## config.mk

```make
export PLATFORM = sky130hd
export DESIGN_NAME = win3x3_gen_int8
export DESIGN_NICKNAME = d
export VERILOG_FILES = /design/src/rtl/win3x3_gen_int8_pkg.sv /design/src/rtl/win3x3_gen_int8_line_buffer.sv /design/src/rtl/win3x3_gen_int8.sv
export SDC_FILE = /design/constraint.sdc
export NUM_CORES = 1
export LEC_CHECK = 0
export CELL_PAD_IN_SITES_DETAIL_PLACEMENT = 1
export CELL_PAD_IN_SITES_GLOBAL_PLACEMENT = 2
export CORE_MARGIN = 1.5
export CORE_UTILIZATION = 50
export DETAILED_ROUTE_END_ITERATION = 16
export PLACE_DENSITY = 0.86
export SYNTH_ARGS = -nofsm -noshare
export SYNTH_HDL_FRONTEND = slang
export SYNTH_SLANG_ARGS = --single-unit
```

## constraint.sdc

```tcl
create_clock -name clk -period 5.85 [get_ports clk]
set_clock_uncertainty 0.1 [all_clocks]
set_input_delay 0.8775 -clock clk [delete_from_list [all_inputs] [get_ports clk]]
set_output_delay 0.8775 -clock clk [all_outputs]
set_load 0.05 [all_outputs]
```

## src/rtl/win3x3_gen_int8_pkg.sv

```systemverilog
// Shared types and defaults for the 3x3 window generator.
// Pixel width, image size defaults and counter sizing helper.
package win3x3_gen_int8_pkg;

    localparam int DW_DEF    = 8;
    localparam int IMG_W_DEF = 28;
    localparam int IMG_H_DEF = 28;

    function automatic int cnt_w(input int n);
        return (n > 2) ? $clog2(n) : 1;
    endfunction

endpackage

```

## src/rtl/win3x3_gen_int8_line_buffer.sv

```systemverilog
// One image row of storage, read-before-write at the same address.
// Contents are never reset; the consumer gates output until valid.
module line_buffer_int8
    import win3x3_gen_int8_pkg::*;
#(
    parameter int DEPTH = IMG_W_DEF,
    parameter int DW    = DW_DEF,
    parameter int AW    = cnt_w(IMG_W_DEF)
) (
    input  logic          clk,
    input  logic          we,
    input  logic [AW-1:0] addr,
    input  logic [DW-1:0] wdata,
    output logic [DW-1:0] rdata
);

    logic [DW-1:0] mem_q [DEPTH];

    assign rdata = mem_q[addr];

    always_ff @(posedge clk) begin
        if (we) begin
            mem_q[addr] <= wdata;
        end
    end

endmodule

```

## src/rtl/win3x3_gen_int8.sv

```systemverilog
// Streaming 3x3 sliding-window generator for signed pixels.
// Emits only full windows; taps register directly onto the outputs.
module win3x3_gen_int8
    import win3x3_gen_int8_pkg::*;
#(
    parameter int IMG_W = IMG_W_DEF,
    parameter int IMG_H = IMG_H_DEF,
    parameter int DW    = DW_DEF
) (
    input  logic          clk,
    input  logic          rst_n,
    input  logic          in_valid,
    input  logic [DW-1:0] pix_in,
    output logic [DW-1:0] w1,
    output logic [DW-1:0] w2,
    output logic [DW-1:0] w3,
    output logic [DW-1:0] w4,
    output logic [DW-1:0] w5,
    output logic [DW-1:0] w6,
    output logic [DW-1:0] w7,
    output logic [DW-1:0] w8,
    output logic [DW-1:0] w9,
    output logic          out_valid,
    output logic          frame_done
);

    localparam int CW = cnt_w(IMG_W);
    localparam int RW = cnt_w(IMG_H);

    logic [CW-1:0] col_q, col_d;
    logic [RW-1:0] row_q, row_d;
    // index 0 is the newest column, index 2 the oldest
    logic [2:0][DW-1:0] top_q, top_d;
    logic [2:0][DW-1:0] mid_q, mid_d;
    logic [2:0][DW-1:0] bot_q, bot_d;
    logic out_valid_q, out_valid_d;
    logic frame_done_q, frame_done_d;
    logic [DW-1:0] lb1_rd, lb2_rd;
    logic last_col, last_row;

    assign last_col = (col_q == CW'(IMG_W - 1));
    assign last_row = (row_q == RW'(IMG_H - 1));

    line_buffer_int8 #(.DEPTH(IMG_W), .DW(DW), .AW(CW)) u_lb1 (
        .clk   (clk),
        .we    (in_valid),
        .addr  (col_q),
        .wdata (pix_in),
        .rdata (lb1_rd)
    );

    line_buffer_int8 #(.DEPTH(IMG_W), .DW(DW), .AW(CW)) u_lb2 (
        .clk   (clk),
        .we    (in_valid),
        .addr  (col_q),
        .wdata (lb1_rd),
        .rdata (lb2_rd)
    );

    always_comb begin
        col_d        = col_q;
        row_d        = row_q;
        top_d        = top_q;
        mid_d        = mid_q;
        bot_d        = bot_q;
        out_valid_d  = 1'b0;
        frame_done_d = 1'b0;
        if (in_valid) begin
            top_d = {top_q[1:0], lb2_rd};
            mid_d = {mid_q[1:0], lb1_rd};
            bot_d = {bot_q[1:0], pix_in};
            col_d = last_col ? '0 : col_q + 1'b1;
            if (last_col) begin
                row_d = last_row ? '0 : row_q + 1'b1;
            end
            // columns 0 and 1 still hold the previous row's tail
            out_valid_d  = (row_q >= RW'(2)) && (col_q >= CW'(2));
            frame_done_d = last_col && last_row;
        end
    end

    always_ff @(posedge clk) begin
        if (!rst_n) begin
            col_q        <= '0;
            row_q        <= '0;
            top_q        <= '0;
            mid_q        <= '0;
            bot_q        <= '0;
            out_valid_q  <= 1'b0;
            frame_done_q <= 1'b0;
        end else begin
            col_q        <= col_d;
            row_q        <= row_d;
            top_q        <= top_d;
            mid_q        <= mid_d;
            bot_q        <= bot_d;
            out_valid_q  <= out_valid_d;
            frame_done_q <= frame_done_d;
        end
    end

    assign w1         = top_q[2];
    assign w2         = top_q[1];
    assign w3         = top_q[0];
    assign w4         = mid_q[2];
    assign w5         = mid_q[1];
    assign w6         = mid_q[0];
    assign w7         = bot_q[2];
    assign w8         = bot_q[1];
    assign w9         = bot_q[0];
    assign out_valid  = out_valid_q;
    assign frame_done = frame_done_q;

endmodule
```

### Word-level counts from Yosys, hierarchy flattened

Memory sizes are Yosys's and may differ from the RTL's. A register that Yosys moved wholly into a read port is not among the register bits.
Cells that the tools add are included.
Widths: inputs -> output; s select.

| cells by class | value |
|---|---|
| magnitude comparators | 2 |
| $add $sub $neg | 2 |
| mux-type cells | 6 |
| eq/ne operators | 2 |
| reductions and logical operators | 5 |

Operators with widths:

| operator | count |
|---|---|
| $mux 5 | 4 |
| $add 5x1->5 const B | 2 |
| $eq 5x5->1 const B | 2 |
| $ge 5x2->1 const B | 2 |
| $reduce_and 2->1 | 2 |
| $logic_and 1x1->1 | 2 |
| $mux 1 | 2 |
| $logic_not 1->1 | 1 |

| storage, ports and cells | value |
|---|---|
| input port bits | 11 |
| word-level logic and storage cells | 31 |
| memories kept | 2 |
| bits in writable memories | 448 |
| output and inout port bits | 74 |
| bits in registers | 76 |

Memories:

| memory | depth | width | read ports | clocked after Yosys merged registers in | wr ports | line | RTL |
|---|---|---|---|---|---|---|---|
| u_lb1.mem_q | 28 | 8 | 1 | 1 | 1 | win3x3_gen_int8_line_buffer.sv:17 | `logic [DW-1:0] mem_q [DEPTH];` |
| u_lb2.mem_q | 28 | 8 | 1 | 1 | 1 | win3x3_gen_int8_line_buffer.sv:17 |  |

### Logic depth before layout (Yosys ltp)

Gate-level depths: netlist (run 1).

| depth | value |
|---|---|
| depth in word-level cells | 4 |
| gate-level depth with buffers | 8 |
| gate-level depth less buffers | 5 |

### Cells and area by module

From an unflattened synthesis (run 1), not the netlist that was laid out.

| second synthesis, totals | value |
|---|---|
| cells, all modules | 1205 |
| area total of the unflattened synthesis | 20706.1 µm² |

Modules (own cells, without submodules):

| module | cells an instance | sequential area each (µm²) | times used | area each (µm²) |
|---|---|---|---|---|
| line_buffer_int8 | 454 | 6726.5 | 2 | 8799.7 |
| win3x3_gen_int8 | 297 | 1681.6 | 1 | 3106.7 |

### Worst setup path after synthesis (run 1)

Ideal clock, no wire load.

| timing path | value |
|---|---|
| path kind | reg-to-reg |
| start point | register (tool-made name) |
| end point | memory u_lb2.mem_q[0][7] (netlist bit), data pin |
| required time | 5.335 ns |
| stages on the path, launching flop included | 7 |
| clock period less this slack | 2.828 ns |
| setup time | 0.415 ns |
| setup slack | 3.022 ns |
| path buffers | 2 |
| arrival | 2.312 ns |
| cells stage by stage | dfxtp_1 > buf_4 > nor2_1 > clkbuf_1 > a22oi_1 > a21oi_1 > nor3_1 |

RTL lines:

| element | line |
|---|---|
| end, declared | win3x3_gen_int8_line_buffer.sv:17 |

==> key figures, run 1 <==
Floorplan
  – Core ar.: 40,740 um^2
  – Starting Density: 50.52%
  – Die Span X: 205.9 um
  – Die area: 42,380 um^2
  – Row cnt: 74
  – I/O pin total: 85
  – Die Height: 205.9 um

Timing
  – Tmin final: 3669 ps
  – Maximum clock rate: 272.5 MHz
  – Slew headroom: 12.46%
  – RSZ-0062 raised after global routing: false
  – Max Slew Vio Count: 0
  – Final setup viols: 0
  – Worst-margin pin slew: 1313 ps
  – Endpoints failing hold: 0
  – Post-Route Setup TNS: 0 ps
  – Final worst path period share: 62.72%

Synthesis
  – Synthesized flop and latch total: 537
  – Post-Synthesis Cells: 1,149
  – Largest family of logic cells by synthesized area: multiplexers
  – Number of synthesized flops with an enable pin: 448
  – Mapped Area: 20,580 um^2
  – Area leader, netlist: edfxtp_1
  – Count of unique library cells instantiated by Yosys: 52
  – Simple-Gate Fraction of Synth Area: 4.165%
  – Sequential cell area fraction in the yosys report: 74.03%
  – Yosys warning count: 0
  – Synthesized-area fraction occupied by adder cells: 0.4256%
  – Synth Area in Compound Gates: 4.000%
  – Async SR Flop Fraction: 0%
  – Top-area cell type share of the netlist area: 65.37%
  – Synth Net Count: 1,167
  – Mux cell area share after synthesis: 15.45%
  – Syn_area_per_cell: 17.91 um^2
  – Ys flop type: edfxtp_1
  – Largest cells by area after synthesis: edfxtp_1 65%, dfxtp_1 8.7%, mux2i_1 8.2%
  – Post-Synth XOR/XNOR Area: 0.2554%

Detailed routing
  – WL final: 53,600 um
  – Detail Route Antenna Nets: 0
  – Wirelength per Cell: 29.24 um
  – Residual DRC: 0
  – Iteration-0 DRC Markers: 1,258
  – TritonRoute pass-1 iters: 5
  – Vias/cell: 6.139
  – Routed vias: 11,253

Critical path
  – Register-to-Register Path Depth: 5
  – Arr. time, crit path: 3580 ps
  – WP depth: 5
  – Critical path's largest stage delay: 900 ps
  – Crit path max-delay family: simple AND/OR/NAND/NOR gates
  – CP cell instances: buf_12 > mux4_2 > and2_1 > a31oi_1 > nand3_1
  – CP Data Required Time: 5760 ps
  – CP Launch Type: register
  – Crit end category: register
  – WS Path Type: register to register
  – Buffers plus inverters on the worst setup path: 1
  – Slowest stage cell on the critical path: dfxtp_4
  – Max FO, Critical Path: 54

Clock network
  – Clk Latency, worst-skew pair: 570 ps
  – # resized after CTS: 0
  – Setup Buffers After CTS: 0
  – TritonCTS clock tree: built
  – Clock Sinks: 537
  – CTS Buf Count: 53
  – H-Tree Depth: 2
  – CTS Hold Bufs: 0
  – Clock-pin slew on the worst setup and hold paths: 60 ps
  – Clk buf depth: 3
  – Root Buffer: clkbuf_16

Placement
  – Placer Congestion: 0.7886
  – Placed Cells: 1,737
  – Port Buf Inserts: 84
  – HPWL Detailed: 32,070 um

Final layout
  – Layout cell share with drive strength beyond 1: 14.30%
  – Fin util: 57.98%
  – Final Non-Filler Cells: 1,833
  – Sequential cell area: 15,240 um^2
  – Ant diodes: 0
  – Area of the multi-input gates: 5021 um^2
  – Syn-to-layout area delta: 14.78%
  – Final nets: 1,278
  – Fill cell count: 3,648

Hold path
  – Worst hold path class: register to register
  – Hold Path Cell Cnt: 2

Global routing
  – Global-route wire length before repair: 78,220 um
  – Vias in the first global route: 11,741
  – Overflow after GRT: 0
  – Gr usage total: 25.86%
  – Largest net degree at the start of global routing: 57
  – Initial antenna violation count: 0

Power and ir drop
  – Leakage: 7.727 nW
  – Pwr Density: 342.2 nW/um^2
  – Peak VDD IR: 0.0001914 V

Run status
  – Status: completed

Run
  – Max-Cap Viols: 0
-- metal layers --
metal	part of all wire (%)	GRT usage, %	routed length (um)	vias up
li1	-	-	-	4773
met1	40	34.31	21440	5821
met2	49	43.05	26320	537
met3	7.4	4.541	3982	122
met4	3.5	9.524	1857	0
met5	0	0	0	-
-- worst register-to-register path, cell delays in order, from the launching register on --
cell and delay, ps:
dfxtp_4 900, buf_12 470, mux4_2 420, and2_1 170, a31oi_1 270, nand3_1 770
-- path summary, 6_finish.rpt --
check / end / from / slack [ps]
max: u_lb2.mem_q[5][0] / register / 2180
min: w1[2] / w1[2] / 400
min reg2reg: w1[2] / w1[2] / 400
max reg2reg: u_lb2.mem_q[5][0] / register / 2180
-- metrics by stage --
stage               cell area, um^2  power (W)  setup WS [ps]  hold WS, ps
global route                  23620   0.008287           1970        423.6
detailed placement            22060   0.005038           2187        383.8
finish                        23620   0.008084           2181        395.8
global placement              22060   0.005013           2339        372.1
CTS                           23620   0.008121           2196        404.6
floorplan                     20580   0.004805           3022        358.9
-- power by group --
| part | internal (W) | total (W) | switching [W] |
|---|---|---|---|
| combinational | 0.000224 | 0.000627 | 0.000403 |
| sequential | 0.00427 | 0.00434 | 0.0000702 |
| clock | 0.00174 | 0.00312 | 0.00138 |
| total | 0.00623 | 0.00808 | 0.00185 |
-- cell families (layout without fill, tap and decap cells) --
family                   after synthesis  after routing
flip-flops                           537            537
buffers and inverters                 68            220
AO/OA/AOI/OAI                        116            116
XOR/XNOR                               6              6
AND/OR/NAND/NOR                      177            177
adder cells (fa/ha/maj)                7              7
multiplexers                         238            238
-- cell usage in the layout (no fill, tap or decap), types with 5 or more instances in the layout --
| master | instances |
|---|---|
| edfxtp_1 | 448 |
| a21oi_1 | 6 |
| clkbuf_16 | 53 |
| clkbuf_1 | 14 |
| o21ai_0 | 18 |
| clkdlybuf4s50_1 | 83 |
| buf_4 | 34 |
| mux4_2 | 63 |
| a22oi_1 | 50 |
| ha_1 | 7 |
| a31oi_1 | 10 |
| mux2i_1 | 168 |
| mux2_2 | 7 |
| a41oi_1 | 7 |
| and3_1 | 14 |
| dfxtp_1 | 86 |
| nor2_1 | 74 |
| and2_1 | 25 |
| clkinv_1 | 11 |
| clkinv_2 | 15 |
| nand3_1 | 22 |
| nand2_1 | 16 |
| nand2b_1 | 5 |
| a21o_1 | 5 |
-- cell type report --
cell class | count | area share, %
clock buffer | 70 | 6.012
clock inverter | 26 | 0.6038
inverter | 6 | 0.09534
multi-input combinational | 544 | 21.26
sequential | 537 | 64.53
tap | 532 | 2.818
timing repair buffer | 118 | 4.682
-- registers in the layout (all words and copies together), names as in the netlist, named ones only --
| register | cells |
|---|---|
| frame_done | 1 |
| w3 | 8 |
| w6 | 8 |
| w9 | 8 |
| w5 | 8 |
| row_q | 5 |
| w4 | 8 |
| u_lb2.mem_q | 224 |
| out_valid | 1 |
| col_q | 5 |
| w1 | 8 |
| w2 | 8 |
| w7 | 8 |
| w8 | 8 |
| u_lb1.mem_q | 224 |
-- Yosys cell counts, types with 2 or more instances --
master and n:
nor2b_1 6, nand2_1 16, a211oi_1 2, mux4_2 63, o21ai_0 18, xor2_1 3, a31oi_1 10, nor3b_1 2
a21oi_1 6, mux2_2 7, or3_1 2, a21boi_0 2, buf_1 2, inv_1 4, nor3_1 6, nor2_1 74
nand2b_1 5, mux2i_1 168, and3_1 14, o31a_1 2, a41oi_1 7, o211a_1 2, a21o_1 5, buf_4 9
a22oi_1 50, o22ai_1 2, and2_1 25, xnor2_1 3, buf_6 3, o41ai_1 2, clkbuf_1 23, o221ai_1 2
dfxtp_1 89, ha_1 7, nand3_1 22, buf_2 23, edfxtp_1 448
No activity file was read; power rests on OpenSTA's default activity.
==> run 2: changes to the inputs <==
Settings changed: CORE_UTILIZATION 50 to 42, PLACE_DENSITY 0.86 to 0.78.
Clock period 5.85 ns to 3.1 ns, I/O delays scaled along.
==> key figures, run 2 (synthesis results as in run 1) <==
Run status
  – Status: completed (unchanged)

Critical path
  – CP cell instances: mux4_2 > and2_1 > a31oi_1 > nand3_1 > buf_4 (was buf_12 > mux4_2 > and2_1 > a31oi_1 > nand3_1)
  – Crit end category: register (unchanged)
  – Max FO, Critical Path: 28 (was 54)
  – Reg2reg end: u_lb2.mem_q[27][0] (was u_lb2.mem_q[5][0])
  – Arr. time, crit path: 2920 ps (was 3580 ps)
  – Slowest stage cell on the critical path: dfxtp_1 (was dfxtp_4)
  – Buffers plus inverters on the worst setup path: 1 (unchanged)
  – CP Launch Type: register (unchanged)
  – WS Path Type: register to register (unchanged)
  – Critical path's largest stage delay: 670 ps (was 900 ps)
  – Register-to-Register Path Depth: 5 (unchanged)
  – Crit path max-delay family: flip-flops (was simple AND/OR/NAND/NOR gates)
  – Internal reg-to-reg setup slack: 370 ps (was 2180 ps)
  – CP Data Required Time: 3300 ps (was 5760 ps)

Timing
  – RSZ-0062 raised after global routing: false (unchanged)
  – Endpoints failing hold: 0 (unchanged)
  – Final worst path period share: 87.92% (was 62.72%)
  – Max Slew Vio Count: 0 (unchanged)
  – Post-Route Setup TNS: 0 ps (unchanged)
  – Worst hold slack: 197.1 ps (was 395.8 ps)
  – Maximum clock rate: 366.9 MHz (was 272.5 MHz)
  – Tmin final: 2726 ps (was 3669 ps)
  – Slew headroom: 31.02% (was 12.46%)
  – Final setup viols: 0 (unchanged)
  – Worst-margin pin slew: 1035 ps (was 1313 ps)

Clock network
  – Setup Buffers After CTS: 0 (unchanged)
  – Clk Latency, worst-skew pair: 610 ps (was 570 ps)
  – CTS Hold Bufs: 0 (unchanged)
  – TritonCTS clock tree: built (unchanged)
  – Clock Sinks: 537 (unchanged)
  – Root Buffer: clkbuf_16 (unchanged)
  – Clock-pin slew on the worst setup and hold paths: 60 ps (about the same)
  – CTS Buf Count: 54 (was 53)
  – Clk buf depth: 3 (unchanged)
  – H-Tree Depth: 2 (unchanged)
  – # resized after CTS: 0 (unchanged)

Floorplan
  – Die Height: 224.4 um (was 205.9 um)
  – Core ar.: 48,050 um^2 (was 40,740 um^2)
  – Die Span X: 224.4 um (was 205.9 um)
  – Starting Density: 42.83% (was 50.52%)
  – Row cnt: 80 (was 74)
  – Die area: 50,340 um^2 (was 42,380 um^2)
  – I/O pin total: 85 (unchanged)

Detailed routing
  – Vias/cell: 5.670 (was 6.139)
  – Iteration-0 DRC Markers: 853 (was 1,258)
  – Residual DRC: 0 (unchanged)
  – Detail Route Antenna Nets: 0 (unchanged)
  – WL final: 52,680 um (was 53,600 um)
  – TritonRoute pass-1 iters: 5 (unchanged)
  – Wirelength per Cell: 26.77 um (was 29.24 um)
  – Routed vias: 11,158 (was 11,253)

Hold path
  – Hold Path Cell Cnt: 2 (unchanged)
  – Worst hold path class: input pin to register (was register to register)
  – HP Start: in_valid (was w1[2])
  – Hold endpoint: w3[4] (was w1[2])

Global routing
  – Overflow after GRT: 0 (unchanged)
  – Gr usage total: 21.32% (was 25.86%)
  – Vias in the first global route: 11,842 (was 11,741)
  – Global-route wire length before repair: 78,360 um (was 78,220 um)
  – Largest net degree at the start of global routing: 53 (was 57)
  – Initial antenna violation count: 1 (was 0)

Power and ir drop
  – Pwr Density: 661.2 nW/um^2 (was 342.2 nW/um^2)
  – Total power: 0.01616 W (was 0.008084 W)
  – Leakage: 8.099 nW (was 7.727 nW)
  – Peak VDD IR: 0.0003972 V (was 0.0001914 V)

Final layout
  – Fill cell count: 4,442 (was 3,648)
  – Ant diodes: 0 (unchanged)
  – Commonest non-fill, non-tap cell in the layout: edfxtp_1 (unchanged)
  – Final nets: 1,325 (was 1,278)
  – Sequential cell area: 15,240 um^2 (unchanged)
  – Most frequent cells in the layout: 448 x edfxtp_1, 168 x mux2i_1, 86 x dfxtp_1, 83 x clkdlybuf4s50_1, 74 x nor2_1 (unchanged)
  – Largest registers: u_lb1.mem_q (224), u_lb2.mem_q (224) (unchanged)
  – Final Non-Filler Cells: 1,968 (was 1,833)
  – Area of the multi-input gates: 5012 um^2 (was 5021 um^2)
  – Layout cell share with drive strength beyond 1: 17.74% (was 14.30%)
  – Syn-to-layout area delta: 18.80% (was 14.78%)

Run
  – Max-Cap Viols: 0 (unchanged)

Placement
  – Port Buf Inserts: 84 (unchanged)
  – HPWL Detailed: 32,730 um (was 32,070 um)
  – Placed Cells: 1,866 (was 1,737)
  – Placer Congestion: 0.8085 (was 0.7886)
run 2: worst max-delay path by stage:
stage / start / endpoint / slack [ps] / depth (start not counted)
after floorplan: register / u_lb2.mem_q[0][7] / 270 / 6
after global placement: register / u_lb2.mem_q[16][0] / 460 / 5
after detailed placement: register / u_lb2.mem_q[18][2] / 420 / 5
after CTS: register / u_lb2.mem_q[27][0] / 400 / 5
after global routing: register / u_lb2.mem_q[23][0] / 220 / 5
final: register / u_lb2.mem_q[27][0] / 370 / 5
run 2: final cells by class:
type                            count  share of cell area, %
Multi-Input combinational cell    544                  20.50
Sequential cell                   537                  62.35
Clock inverter                     34                  1.520
Clock buffer                       68                  6.044
Tap cell                          615                  3.147
Inverter                            6                0.09212
Timing Repair Buffer              164                  6.346
run 2: through the flow:
stage	worst slack, ps	instance area, um^2	utilization (%)
floorplan	272.3	20580	-
finish	374.4	24450	50.89
global route	217.8	24450	50.89
detailed placement	416.2	22600	47.04
global placement	460.9	22600	47.04
CTS	396.1	24450	50.89
run 2: worst register-to-register path: stages (launching register included):
cell and delay, ps:
dfxtp_1 670, mux4_2 570, and2_1 180, a31oi_1 470
nand3_1 160, buf_4 260
run 2: routing by layer:
| metal | track usage (%) | vias up | wire length [um] | share of wire [%] |
|---|---|---|---|---|
| li1 | - | 4861 | - | - |
| met1 | 28.94 | 5877 | 22890 | 43 |
| met2 | 35.51 | 335 | 25880 | 49 |
| met3 | 3.566 | 85 | 2692 | 5.1 |
| met4 | 6.170 | 0 | 1213 | 2.3 |
| met5 | 0 | - | 0 | 0 |
run 2: power by group:
group          switching (W)  internal, W  total [W]
registers          0.0000974      0.00803    0.00813
clock network        0.00271      0.00404    0.00674
logic               0.000817     0.000473    0.00129
==> run 3: changes to the inputs <==
Settings changed: GPL_ROUTABILITY_DRIVEN set to 0.
==> results of run 3 <==
No change in the layout: final DEF, timing and power equal those of run 2.
